File: src/rtl/aes_pkg.sv
// aes_pkg: shared AES-128 constants, key-expansion FSM states and the GF(2^8) xtime helper.
package aes_pkg;
  localparam int AES_NK = 4;
  localparam int AES_NR = 10;
  localparam logic [7:0] RCON_INIT = 8'h01;
  localparam logic [7:0] RCON_POLY = 8'h1B;
  typedef enum logic {ST_IDLE, ST_EMIT} state_e;
  function automatic logic [7:0] xtime(input logic [7:0] x);
    return {x[6:0], 1'b0} ^ (x[7] ? RCON_POLY : 8'h00);
  endfunction
endpackage

File: src/rtl/aes_sbox.sv
// aes_sbox: combinational AES forward S-box (FIPS-197 table lookup).
module aes_sbox (
  input  logic [7:0] i_a,
  output logic [7:0] o_s
);
  // Row-major table; byte n occupies bits [8n +: 8] of the ascending vector.
  localparam logic [0:2047] SBOX = {
    128'h637c777bf26b6fc53001672bfed7ab76,
    128'hca82c97dfa5947f0add4a2af9ca472c0,
    128'hb7fd9326363ff7cc34a5e5f171d83115,
    128'h04c723c31896059a071280e2eb27b275,
    128'h09832c1a1b6e5aa0523bd6b329e32f84,
    128'h53d100ed20fcb15b6acbbe394a4c58cf,
    128'hd0efaafb434d338545f9027f503c9fa8,
    128'h51a3408f929d38f5bcb6da2110fff3d2,
    128'hcd0c13ec5f974417c4a77e3d645d1973,
    128'h60814fdc222a908846eeb814de5e0bdb,
    128'he0323a0a4906245cc2d3ac629195e479,
    128'he7c8376d8dd54ea96c56f4ea657aae08,
    128'hba78252e1ca6b4c6e8dd741f4bbd8b8a,
    128'h703eb5664803f60e613557b986c11d9e,
    128'he1f8981169d98e949b1e87e9ce5528df,
    128'h8ca1890dbfe6426841992d0fb054bb16
  };
  assign o_s = SBOX[{i_a, 3'b000} +: 8];
endmodule

File: src/rtl/aes128_key_expand_seq.sv
// aes128_key_expand_seq: iterative AES-128 key expansion, one round key per accepted handshake.
module aes128_key_expand_seq
  import aes_pkg::*;
#(
  parameter int NUM_ROUNDS = AES_NR,
  parameter int IDX_W      = 4
) (
  input  logic             i_clk,
  input  logic             i_rst_n,
  input  logic [127:0]     i_key,
  input  logic             i_key_valid,
  output logic             o_key_ready,
  output logic [127:0]     o_rk,
  output logic [IDX_W-1:0] o_rk_idx,
  output logic             o_rk_valid,
  input  logic             i_rk_ready,
  output logic             o_done
);
  state_e           r_state;
  logic [127:0]     r_key;
  logic [IDX_W-1:0] r_idx;
  logic [7:0]       r_rcon;
  logic             r_rk_valid, r_done, r_key_ready;
  logic [31:0]      w_rot, w_sub, w_t, w_w4, w_w5, w_w6, w_w7;
  logic             w_accept, w_last, w_rcon_hold;
  assign w_rot = {r_key[23:0], r_key[31:24]};
  for (genvar g = 0; g < AES_NK; g++) begin : g_sbox
    aes_sbox u_sbox (.i_a(w_rot[8*g +: 8]), .o_s(w_sub[8*g +: 8]));
  end
  assign w_t         = w_sub ^ {r_rcon, 24'h0};
  assign w_w4        = r_key[127:96] ^ w_t;
  assign w_w5        = r_key[95:64] ^ w_w4;
  assign w_w6        = r_key[63:32] ^ w_w5;
  assign w_w7        = r_key[31:0] ^ w_w6;
  assign w_accept    = r_rk_valid & i_rk_ready;
  assign w_last      = r_idx == IDX_W'(NUM_ROUNDS);
  assign w_rcon_hold = r_idx == IDX_W'(NUM_ROUNDS - 1);
  always_ff @(posedge i_clk or negedge i_rst_n) begin
    if (!i_rst_n) begin
      r_state     <= ST_IDLE;
      r_key       <= '0;
      r_idx       <= '0;
      r_rcon      <= RCON_INIT;
      r_rk_valid  <= 1'b0;
      r_done      <= 1'b0;
      r_key_ready <= 1'b1;
    end else begin
      r_done <= 1'b0;
      if (r_state == ST_IDLE) begin
        if (i_key_valid) begin
          r_key       <= i_key;
          r_idx       <= '0;
          r_rcon      <= RCON_INIT;
          r_rk_valid  <= 1'b1;
          r_key_ready <= 1'b0;
          r_state     <= ST_EMIT;
        end
      end else if (w_accept) begin
        if (w_last) begin
          r_rk_valid  <= 1'b0;
          r_done      <= 1'b1;
          r_key_ready <= 1'b1;
          r_state     <= ST_IDLE;
        end else begin
          r_key  <= {w_w4, w_w5, w_w6, w_w7};
          r_idx  <= r_idx + 1'b1;
          r_rcon <= w_rcon_hold ? r_rcon : xtime(r_rcon);
        end
      end
    end
  end
  assign o_key_ready = r_key_ready;
  assign o_rk        = r_key;
  assign o_rk_idx    = r_idx;
  assign o_rk_valid  = r_rk_valid;
  assign o_done      = r_done;
endmodule

File: config.mk
export PLATFORM = sky130hd
export DESIGN_NAME = aes128_key_expand_seq
export DESIGN_NICKNAME = d
export VERILOG_FILES = /design/src/rtl/aes_pkg.sv /design/src/rtl/aes_sbox.sv /design/src/rtl/aes128_key_expand_seq.sv
export SDC_FILE = /design/constraint.sdc
export NUM_CORES = 1
export LEC_CHECK = 0
export CAP_MARGIN = 0
export CORE_MARGIN = 2
export CORE_UTILIZATION = 40
export DETAILED_ROUTE_END_ITERATION = 10
export SKIP_CTS_REPAIR_TIMING = 1
export SYNTH_ARGS = -nofsm -noshare
export SYNTH_HDL_FRONTEND = slang
export SYNTH_SLANG_ARGS = --single-unit
File: constraint.sdc
create_clock -name i_clk -period 3.96 [get_ports i_clk]
set_input_delay 0.792 -clock i_clk [delete_from_list [all_inputs] [get_ports i_clk]]
set_output_delay 0.792 -clock i_clk [all_outputs]
set_load 0.05 [all_outputs]
==> impl_metrics.toml <==
[logic_synthesis]
synth_area_leaders = "dfrtp_1 (16%), mux4_2 (7.7%), a21oi_1 (5.1%)"
syn_avg_cell_area_sq_um = 7.536
synth-seq-cells = 144
ys_seq_area_share_pct = 15.74
synth_top_area_share_pct = 15.51
synth_fp_nets = 3235
yosys.area.top_type = "dfrtp_1"
synth_commonest_cells = "nand2_1 (244), a21oi_1 (235), clkbuf_1 (227), nor2_1 (208), o21ai_0 (208)"
yosys_warnings = 0
ys_async_sr_fraction_pct = 100.0
synth_edf_count = 0
synth_area_sq_um = 22910
synthFlopType = "dfrtp_1"
synth_cell_type_count = 101
postSynthCellCount = 3040
synthMostInstantiatedCell = "nand2_1"

[worst_setup_path]
cp_max_fo = 35
required_ns = 4.33
setup.worst_path.class = "flip-flop to flip-flop"
cp-start-kind = "flip-flop"
r2r-start = "o_rk[19]"
r2r-end = "o_rk[28]"
r2r_cells = 10
cp.buffers_inverters = 1
cp_data_arrival_time_ns = 4.24
critPathMaxStageDelay_ns = 0.72
r2r_slack_ns = 0.09
crit_family = "compound AO/OA/AOI/OAI gates"
path_cells = "buf_4 -> nor2b_2 -> a221oi_1 -> o311ai_0 -> o211a_1 -> a311o_1 -> o21ai_1 -> xnor3_1 -> mux2i_1 -> a211o_1"
critPathSlowestCell = "dfrtp_4"
worstSetupEndpointType = "flip-flop"
crit_path_start = "o_rk[19]"

[floorplan]
row_count = 87
die_area_sq_um = 59210
die_h_um = 243.3
io_pins = 267
initial_core_util_pct = 40.55
core_sq_um = 56500
chipWidth_um = 243.3

[placed_design]
hpwl_um = 85100
routabilityCongestion = 1.064
port_buffers = 266

[global_route]
grt_pass1_wl_um = 172400
grt_pass1_vias = 26175
grt.overflow.total = 0
grt_usage_pct = 37.90
antenna_found_initial = 10
grt_start_max_net_pins = 96

[drt]
drtIter0Drc = 4304
wire_per_inst_um = 28.85
firstDrtPassIters = 6
via_per_inst = 6.872
wl_um = 116000
drc = 0
num_vias = 27626
drtAntennaViolNets = 0

[sta]
period_needed_ns = 3.874
tightest_slew_ns = 0.9266
fin_crit_sh_pct = 97.84
setup_violations = 0
slew_headroom_pct = 37.44
fin_skew_ns = 0.02021
hold_viol_final = 0
tns_ns = 0
drv_slew = 0
fmax_mhz = 258.1

[finish]
seq_area_sq_um = 3654
fin_nets = 3440
multi_input_area_sq_um = 17740
fillCellCount = 5448
areaGrowthSynthToFinish_pct = 22.80
final_layout_size_suffix_gt1_share_pct = 16.11

[clock_network]
cts_buffers = 17
cts_tree = "yes"
cts.htree.levels = 4
clockBufferDepth = 2
cts_root_buf = "clkbuf_16"
clock_latency_ns = 0.49
clk_pin_slew_ns = 0.08
cts_sinks = 144

[hold_path]
hold_class = "input port to async pin"

[job]
cap_violations = 0

[run_status]
status = "finished clean"
worst max path at each step:
stage | cells past startpoint | endpoint | slack [ns]
CTS | 13 | o_rk[39] | -0.17
floorplan | 13 | o_rk[18] | -0.07
finish | 10 | o_rk[28] | 0.09
global placement | 13 | o_rk[7] | -0.12
detailed placement | 13 | o_rk[39] | -0.16
global route | 13 | o_rk[18] | -0.002
logic make-up after synthesis:
logic type,after synthesis,synth area share (%)
AOI/OAI and AO/OA,1072,31.43
and+or+nand+nor,1003,22.01
buffers and inverters,410,7.498
muxes,210,13.53
DFF,144,15.74
xor gates and xnor gates,138,6.351
adders and majority gates,63,3.441
layout by cell type, fill, tap and decap left out, types with 83 or more instances in the layout:
cell type        instances
a21oi_1                235
buf_4                  259
clkdlybuf4s50_1        265
dfrtp_1                120
mux2i_1                114
nand2_1                243
nand2b_1               100
nand3_1                113
nor2_1                 205
o21ai_0                208
xnor2_1                 83
metrics by stage:
step                      worst slack, ns  area [sq um]  cells  utilization, %  hold WS (ns)
final                             0.08553         28130   4020           49.80        0.2069
after global placement            -0.1234         27430   3978           48.55        0.5004
after floorplan                  -0.06600         22970   3040               -        0.4910
after global routing            -0.001788         28130   4019           49.80        0.2278
after CTS                         -0.1683         27990   4010           49.54        0.2073
after detailed placement          -0.1639         27430   3978           48.55        0.5049
state kept, by name, summed over array words and instances (netlist names):
signal,flops
o_rk_idx,4
r_state,1
o_rk,128
r_rcon,8
o_key_ready,1
o_rk_valid,1
o_done,1
cell type report:
type                    instances  share of cell area (%)
multi-input cells            2486                   63.04
repair buffers                546                   17.87
flip-flops and latches        144                   12.99
well taps                     756                   3.362
clock buffers                  18                   1.561
inverters                      50                  0.6893
clock inverters                14                  0.4314
diodes                          6                 0.05337
layer usage:
metal	vias up	wire [um]	GRT usage [%]
met2	2025	51020	58.41
li1	11891	-	-
met1	13335	45630	50.58
met4	10	5369	14.99
met3	365	13920	9.738
met5	-	59	0
Power is left out: the tool's default activity adds up to more than one toggle a clock period on the data nets, which glitch-free logic cannot reach.
